[src/rtl/imm_pkg.sv]
// Shared types for the immediate-decode stage: format codes, RV base opcodes
// and the decoded-entry record stored in the stage's buffer slots.
package imm_pkg;

    localparam int XLEN_MAX = 64;

    typedef enum logic [2:0] {
        FMT_NONE = 3'd0,
        FMT_I    = 3'd1,
        FMT_S    = 3'd2,
        FMT_B    = 3'd3,
        FMT_U    = 3'd4,
        FMT_J    = 3'd5,
        FMT_R    = 3'd6
    } fmt_e;

    localparam logic [6:0] OPC_LOAD      = 7'b0000011;
    localparam logic [6:0] OPC_OP_IMM    = 7'b0010011;
    localparam logic [6:0] OPC_JALR      = 7'b1100111;
    localparam logic [6:0] OPC_FENCE     = 7'b0001111;
    localparam logic [6:0] OPC_SYSTEM    = 7'b1110011;
    localparam logic [6:0] OPC_OP_IMM_32 = 7'b0011011;
    localparam logic [6:0] OPC_STORE     = 7'b0100011;
    localparam logic [6:0] OPC_BRANCH    = 7'b1100011;
    localparam logic [6:0] OPC_LUI       = 7'b0110111;
    localparam logic [6:0] OPC_AUIPC     = 7'b0010111;
    localparam logic [6:0] OPC_JAL       = 7'b1101111;
    localparam logic [6:0] OPC_OP        = 7'b0110011;
    localparam logic [6:0] OPC_OP_32     = 7'b0111011;

    // Fields are sized for the widest XLEN; narrower builds leave the top bits zero.
    typedef struct packed {
        logic [XLEN_MAX-1:0] imm;
        fmt_e                fmt;
        logic [XLEN_MAX-1:0] target;
        logic [XLEN_MAX-1:0] pc;
        logic                illegal;
    } dec_t;

endpackage

[src/rtl/imm_extract.sv]
// Combinational decode of one instruction and its PC into a dec_t record:
// format, sign-extended immediate and PC-relative target.
module imm_extract
    import imm_pkg::*;
#(
    parameter int XLEN = 32
) (
    input  logic [31:0]     instr,
    input  logic [XLEN-1:0] pc,
    output dec_t            dec
);

    logic [XLEN-1:0] imm_i;
    logic [XLEN-1:0] imm_s;
    logic [XLEN-1:0] imm_b;
    logic [XLEN-1:0] imm_u;
    logic [XLEN-1:0] imm_j;
    logic [XLEN-1:0] imm;
    logic [XLEN-1:0] target;
    fmt_e            fmt;
    logic            pc_rel;

    assign imm_i = {{(XLEN-11){instr[31]}}, instr[30:20]};
    assign imm_s = {{(XLEN-11){instr[31]}}, instr[30:25], instr[11:7]};
    assign imm_b = {{(XLEN-12){instr[31]}}, instr[7], instr[30:25], instr[11:8], 1'b0};
    assign imm_u = {{(XLEN-31){instr[31]}}, instr[30:12], 12'b0};
    assign imm_j = {{(XLEN-20){instr[31]}}, instr[19:12], instr[20], instr[30:21], 1'b0};

    // The 32-bit word opcodes only exist on RV64; on RV32 they fall through as illegal.
    always_comb begin
        fmt    = FMT_NONE;
        pc_rel = 1'b0;
        case (instr[6:0])
            OPC_LOAD, OPC_OP_IMM, OPC_JALR, OPC_FENCE, OPC_SYSTEM: fmt = FMT_I;
            OPC_OP_IMM_32: fmt = (XLEN == 64) ? FMT_I : FMT_NONE;
            OPC_STORE:     fmt = FMT_S;
            OPC_BRANCH: begin
                fmt    = FMT_B;
                pc_rel = 1'b1;
            end
            OPC_LUI:       fmt = FMT_U;
            OPC_AUIPC: begin
                fmt    = FMT_U;
                pc_rel = 1'b1;
            end
            OPC_JAL: begin
                fmt    = FMT_J;
                pc_rel = 1'b1;
            end
            OPC_OP:        fmt = FMT_R;
            OPC_OP_32:     fmt = (XLEN == 64) ? FMT_R : FMT_NONE;
            default:       fmt = FMT_NONE;
        endcase
    end

    always_comb begin
        imm = '0;
        case (fmt)
            FMT_I:   imm = imm_i;
            FMT_S:   imm = imm_s;
            FMT_B:   imm = imm_b;
            FMT_U:   imm = imm_u;
            FMT_J:   imm = imm_j;
            default: imm = '0;
        endcase
    end

    assign target = pc_rel ? (pc + imm) : '0;

    assign dec.imm     = XLEN_MAX'(imm);
    assign dec.fmt     = fmt;
    assign dec.target  = XLEN_MAX'(target);
    assign dec.pc      = XLEN_MAX'(pc);
    assign dec.illegal = (fmt == FMT_NONE);

endmodule

[src/rtl/imm_decode_stage.sv]
// Registered immediate-decode stage: decodes on the way in, holds results in a
// main/skid slot pair so back-pressure never drops or reorders entries.
module imm_decode_stage
    import imm_pkg::*;
#(
    parameter int XLEN  = 32,
    parameter int CNT_W = 16
) (
    input  logic             clk,
    input  logic             reset,
    input  logic             flush,
    input  logic             in_valid,
    output logic             in_ready,
    input  logic [31:0]      in_instr,
    input  logic [XLEN-1:0]  in_pc,
    output logic             out_valid,
    input  logic             out_ready,
    output logic [XLEN-1:0]  out_imm,
    output logic [2:0]       out_fmt,
    output logic [XLEN-1:0]  out_target,
    output logic [XLEN-1:0]  out_pc,
    output logic             out_illegal,
    output logic [CNT_W-1:0] illegal_cnt
);

    generate
        if (XLEN != 32 && XLEN != 64) begin : g_xlen_check
            $error("imm_decode_stage: XLEN must be 32 or 64");
        end
    endgenerate

    dec_t             dec;
    dec_t             main_q;
    dec_t             skid_q;
    logic             main_valid;
    logic             skid_valid;
    logic             accept;
    logic             leave;
    logic [CNT_W-1:0] cnt_q;

    imm_extract #(
        .XLEN(XLEN)
    ) u_extract (
        .instr(in_instr),
        .pc   (in_pc),
        .dec  (dec)
    );

    // in_ready depends only on slot state and reset, never on out_ready.
    assign in_ready = !skid_valid && !reset;
    assign accept   = in_valid && in_ready && !flush;
    assign leave    = main_valid && out_ready;

    always_ff @(posedge clk) begin
        if (reset) begin
            main_valid <= 1'b0;
            skid_valid <= 1'b0;
            main_q     <= '0;
            skid_q     <= '0;
            cnt_q      <= '0;
        end else begin
            if (accept && dec.illegal && (cnt_q != '1)) begin
                cnt_q <= cnt_q + 1'b1;
            end
            if (flush) begin
                main_valid <= 1'b0;
                skid_valid <= 1'b0;
            end else if (!main_valid || leave) begin
                // Skid is only ever full while main is full, so it always refills main first.
                if (skid_valid) begin
                    main_q     <= skid_q;
                    main_valid <= 1'b1;
                    skid_valid <= 1'b0;
                end else if (accept) begin
                    main_q     <= dec;
                    main_valid <= 1'b1;
                end else begin
                    main_valid <= 1'b0;
                end
            end else if (accept) begin
                skid_q     <= dec;
                skid_valid <= 1'b1;
            end
        end
    end

    generate
        if (XLEN < XLEN_MAX) begin : g_unused_hi
            logic unused_hi;
            assign unused_hi = ^{main_q.imm[XLEN_MAX-1:XLEN],
                                 main_q.target[XLEN_MAX-1:XLEN],
                                 main_q.pc[XLEN_MAX-1:XLEN]};
        end
    endgenerate

    assign out_valid   = main_valid;
    assign out_imm     = main_q.imm[XLEN-1:0];
    assign out_fmt     = main_q.fmt;
    assign out_target  = main_q.target[XLEN-1:0];
    assign out_pc      = main_q.pc[XLEN-1:0];
    assign out_illegal = main_q.illegal;
    assign illegal_cnt = cnt_q;

endmodule
[config.mk]
export PLATFORM = sky130hd
export DESIGN_NAME = imm_decode_stage
export DESIGN_NICKNAME = d
export VERILOG_FILES = /design/src/rtl/imm_pkg.sv /design/src/rtl/imm_extract.sv /design/src/rtl/imm_decode_stage.sv
export SDC_FILE = /design/constraint.sdc
export NUM_CORES = 1
export LEC_CHECK = 0
export BUFFER_PORTS_ARGS = -buffer_cell sky130_fd_sc_hd__buf_4
export CORE_ASPECT_RATIO = 1.25
export CORE_UTILIZATION = 30
export DETAILED_ROUTE_END_ITERATION = 7
export PLACE_DENSITY = 0.49
export SLEW_MARGIN = 0
export SYNTH_ARGS = -nofsm -noshare
export SYNTH_HDL_FRONTEND = slang
export SYNTH_HIERARCHICAL = 1
export SYNTH_SLANG_ARGS = --single-unit
[constraint.sdc]
create_clock -name clk -period 6.49 [get_ports clk]
set_input_delay 0.649 -clock clk [delete_from_list [all_inputs] [get_ports clk]]
set_output_delay 0.649 -clock clk [all_outputs]
set_load 0.05 [all_outputs]
=== Word level (Yosys, flattened, before mapping) ===
Index checks and enable logic that the tools add are counted.
Widths: inputs -> output; s select.

* Add/subtract/negate cells: 2
* Multipliers: 0
* Divide/modulo/power cells: 0
* Magnitude comparators: 0
* Equality and inequality tests: 17
* Shift-type cells: 0
* Muxes and demuxes: 8
* Bitwise operators: 2
* Reduce and logical (&&, ||, !) cells: 20

{| class="wikitable"
|+ Operator list
! kind !! number
|-
| $mux 164 || 2
|-
| $pmux 32 s5 || 1
|-
| $add 32x32->32 || 1
|-
| $mux 32 || 1
|-
| $eq 7x7->1 const B || 4
|-
| $eq 7x6->1 const B || 3
|-
| $pmux 3 s6 || 1
|-
| $add 16x1->16 const B || 1
|-
| $ne 16x16->1 const B || 1
|-
| $eq 7x5->1 const B || 2
|-
| $eq 7x2->1 const B || 1
|-
| $eq 7x4->1 const B || 1
|-
| $eq 3x2->1 const B || 2
|-
| $eq 3x3->1 const B || 2
|-
| $logic_and 1x1->1 || 6
|-
| $reduce_and 3->1 || 2
|-
| $reduce_or 3->1 || 2
|-
| $reduce_or 5->1 || 1
|-
| $logic_not 1->1 || 4
|-
| $reduce_or 2->1 || 2
|-
| $eq 3x1->1 const B || 1
|-
| $logic_not 3->1 || 1
|-
| $mux 1 || 3
|-
| $not 1->1 || 2
|-
| other kinds (2) || 2
|}

* Register bits after elaboration: 218
* Bits in latches: 0
* Memory bits (writable): 0
* ROM bits: 0
* Input bits: 69
* Output and inout bits: 118
* Word-level logic and storage cells: 62
* Memories kept: 0

=== Depth between registers and ports, before layout ===
* Depth in word-level cells: 9
* Gate-level depth with buffers: 21
* Gate-level depth less buffers: 19

=== Hierarchy ===
The synthesis kept the hierarchy.

{| class="wikitable"
|+ By module, submodules not included
! module !! instances !! cells each !! area each (um2) !! sequential area each (um2)
|-
| imm_decode_stage || 1 || 978 || 8625.8 || 4364.2
|-
| imm_extract || 1 || 463 || 3220.6 || 0.0
|}

=== Least setup slack after synthesis ===
Ideal clock, no wire load.

* Path kind: input-to-reg
* Start: input port in_instr[6]
* End: register main_q (netlist bit out_target[24])
* Setup time: 0.086 ns
* Arrival: 4.123 ns
* Required time: 6.404 ns
* Path slack: 2.281 ns
* Stages on the path: 18
* Path through: clkbuf_1 or3_1 o21bai_1 a21oi_1 o22ai_1 ha_1 fa_1 a21o_1 a21o_1 and2_4 o21ai_4 a41oi_4 a21bo_4 a31oi_4 xor2_1 nor2_1 mux2i_1 a211oi_1

{| class="wikitable"
|+ RTL lines
! item !! line !! text
|-
| start, declared || imm_decode_stage.sv:14 || <nowiki>input logic [31:0] in_instr,</nowiki>
|-
| end signal, assigned || imm_decode_stage.sv:71 || <nowiki>main_q <= skid_q;</nowiki>
|-
| end, declared || imm_decode_stage.sv:33 || <nowiki>dec_t main_q;</nowiki>
|}

==> implementation parameters <==
Parameter                              Value

Run status
  Status ... complete, no violations

Worst setup path
  Critical Setup Path Class ... input port to flip-flop
  Dominant delay contributor by cell family on the critical path ... compound AO/OA/AOI/OAI gates
  RR Endpoint ... out_target[1]
  Crit start category ... input port
  Startpoint of the most critical register-to-register path ... skid_valid
  Peak fanout along the critical path ... 7
  CP Depth ... 19
  Cell chain of the critical path ... buf_4, inv_1, or3_1, o21bai_1, a21oi_1, o22ai_1, ha_1, fa_1, a21o_1, a21o_1, and2_4, o21ai_4, a41oi_4, a31oi_1, o21ai_0, xnor2_1, nor2_1, mux2i_1, a211oi_1
  Cell repeated most along the worst path ... a21o_1
  Endpoint class of the critical path ... flip-flop
  CP max stage cell ... or3_1
  Required time of the worst setup path ... ~6.9 ns
  Largest incremental delay on the critical path ... 0.44 ns
  Cell count of the worst reg-to-reg path ... 4
  Data arrival time of the critical path ... 4.79 ns
  Worst R2R Setup Slack ... between 3 and 4 ns
  Buffers plus inverters on the worst setup path ... 2

Routing
  Antenna violation net count after detailed routing ... 0
  Routed WL ... approximately 36000 um
  First-pass iteration count of the detailed router ... 5
  Routed wirelength normalized by instance count ... between 15 and 20 um
  Remaining DRCs ... 0
  Via density ... 4.98
  Iteration-0 DRC Markers ... 591
  Vias ... between 9000 and 10000

Layout
  Fill cells ... roughly 3800
  Net count of the finished layout ... 1546
  Area of all placed cells without fillers ... between 10000 and 15000 sq um
  P&R area growth vs syn ... 20.9%
  Final standard cell count with taps included and fillers excluded ... around 1900
  Most common library cell in the layout ignoring fill and taps ... nand2_1
  Highest-count cells in the layout ignoring fill and taps ... nand2_1 (221), dfxtp_1 (217), buf_4 (193)
  Share of post-route cells with drive strength above 1 ... 0.182

Pwr
  Internal power of the cells ... around 2.4 mW
  Switching power as a share of total power ... 0.277
  Leakage power figure ... 4.99 nW
  Register share of total power ... 0.419
  Part of the power in combinational logic ... 0.133
  Power density normalized to cell area ... between 200 and 250 nW/um^2
  Sw power ... 0.922 mW
  Highest ir drop seen on vdd ... 0.168 mV
  Relative contribution of the clock network to total power ... 0.448
  Total design power ... 3.33 mW

CTS
  Post-CTS Setup Bufs ... 0
  Post-CTS resize count ... 0
  CTS tree ... yes
  CTS H-tree depth ... 1
  Clk pin slew, worst setup/hold paths ... 0.07 ns
  Worst skew pair latency ... 0.55 ns
  Number of clock sinks ... between 200 and 250
  Hold Buf Count CTS ... 0
  CTS max path bufs ... 3
  Number of buffers added by the clock tree synthesis step ... 26
  Root buffer cell ... clkbuf_16

Timing
  Setup tns final ... 0 ns
  Tightest slew margin relative to the limit ... 0.317
  Setup violations, final ... 0
  Worst clock skew on the final layout ... roughly 0.026 ns
  Fmax ... 229 MHz
  Worst-margin pin slew ... 1.02 ns
  Count of endpoints failing hold in the final timing report ... 0
  Final max-slew violation count ... 0
  Period utilization ... 0.672
  Setup repair after global routing missed its margin ... false
  Final critical delay including setup and external delays ... ~4.4 ns

Yosys
  Post-synthesis instance area ... ~11000 sq um
  Count of synthesis-stage warnings from yosys ... 6
  Net count after synthesis ... about 1400
  Mean Syn Cell Area ... between 8 and 9 sq um
  Post-synthesis cell count ... approximately 1300

Floorplanning
  Die Outline Area ... 37900 sq um
  Starting density of the core ... 0.306
  Placement row count ... 78
  I/O pin total ... roughly 190
  Std-Cell Core Area ... 36400 sq um
  Die Y ... 217 um
  Die width ... about 170 um

Worst hold path
  Min-delay worst type ... input port to flip-flop
  Hold endpoint ... skid_q[8]
  Worst Min Path Start ... in_pc[7]
  Hold-critical path depth ... 3

Global route
  Global routing usage on met1 ... 0.230
  Wire length of the first global-routing pass ... between 50000 and 60000 um
  Global Route met3 Usage ... 0.0241
  Antenna violations before repair ... 1
  GRT Overall Usage ... 0.189
  Vias in the first global route ... 9159
  Maximum number of pins on one net before global-route repair ... ~200
  Global-route congestion overflow total ... 0
  Most used routing layer ... met2
  Met2 usage in global routing ... 0.336

Placed design
  Routability Congestion ... 0.838
  Number of I/O port buffers ... about 190
  Placed standard-cell area ... 12600 sq um
  Placed cells ... between 1500 and 2000
  HPWL after detailed placement ... 26000 um

Flow run
  MaxCap Viol Count ... 0
-- registers in the layout, indices dropped and copies added (netlist names) --
signal / cells
skid_q: 100
out_valid: 1
skid_valid: 1
out_illegal: 1
illegal_cnt: 16
out_imm: 32
out_pc: 32
out_target: 32
out_fmt: 3
-- routing by layer --
metal,part of all wire,vias up
met5,0,-
met4,0.033,0
met3,0.039,56
met2,0.50,231
met1,0.43,4524
li1,-,4876
-- worst max-delay path by stage --
stage                     start        endpoint
CTS                 in_instr[4]  out_target[28]
finish              in_instr[4]  out_target[28]
floorplan           in_instr[6]  out_target[24]
global placement    in_instr[4]  out_target[28]
global route        in_instr[4]  out_target[28]
detailed placement  in_instr[4]  out_target[20]
-- area by class of cell --
cell class / instances / area, sq um / share of cell area
diodes: 1 / 2.50 / 0.000186
multi-input cells: 994 / 6090 / 0.453
repair buffers: 195 / 1480 / 0.110
flip-flops and latches: 218 / 4370 / 0.325
clock buffers: 37 / 753 / 0.0560
inverters: 9 / 33.8 / 0.00251
clock inverters: 11 / 118 / 0.00874
well taps: 480 / 601 / 0.0447
-- tightest hold or removal path, delay by kind of cell --
kind                   cells  cell delay [ns]
AND/OR/NAND/NOR            1             0.05
AO/OA/AOI/OAI              1             0.05
buffers and inverters      1             0.12
-- power groups by stage --
stage / registers [mW] / clock network [mW] / logic [mW]
6_report: 1.39 / 1.49 / 0.442
5_1_grt: 1.40 / 1.58 / 0.473
4_1_cts: 1.39 / 1.53 / 0.446
3_5_place_dp: 1.42 / 0 / 0.445
3_3_place_gp: 1.42 / 0 / 0.444
2_1_floorplan: 1.53 / 0 / 0.188
-- stage by stage --
stage / hold slack, ns / utilization / setup slack [ns]
global placement: 0.441 / 0.346 / 1.69
finish: 0.369 / 0.369 / 2.13
floorplan: 0.436 / - / 2.28
detailed placement: 0.446 / 0.346 / 1.64
global route: 0.356 / 0.369 / 1.81
CTS: 0.339 / 0.369 / 2.17
Note: power is estimated with default switching activity, not from simulation.
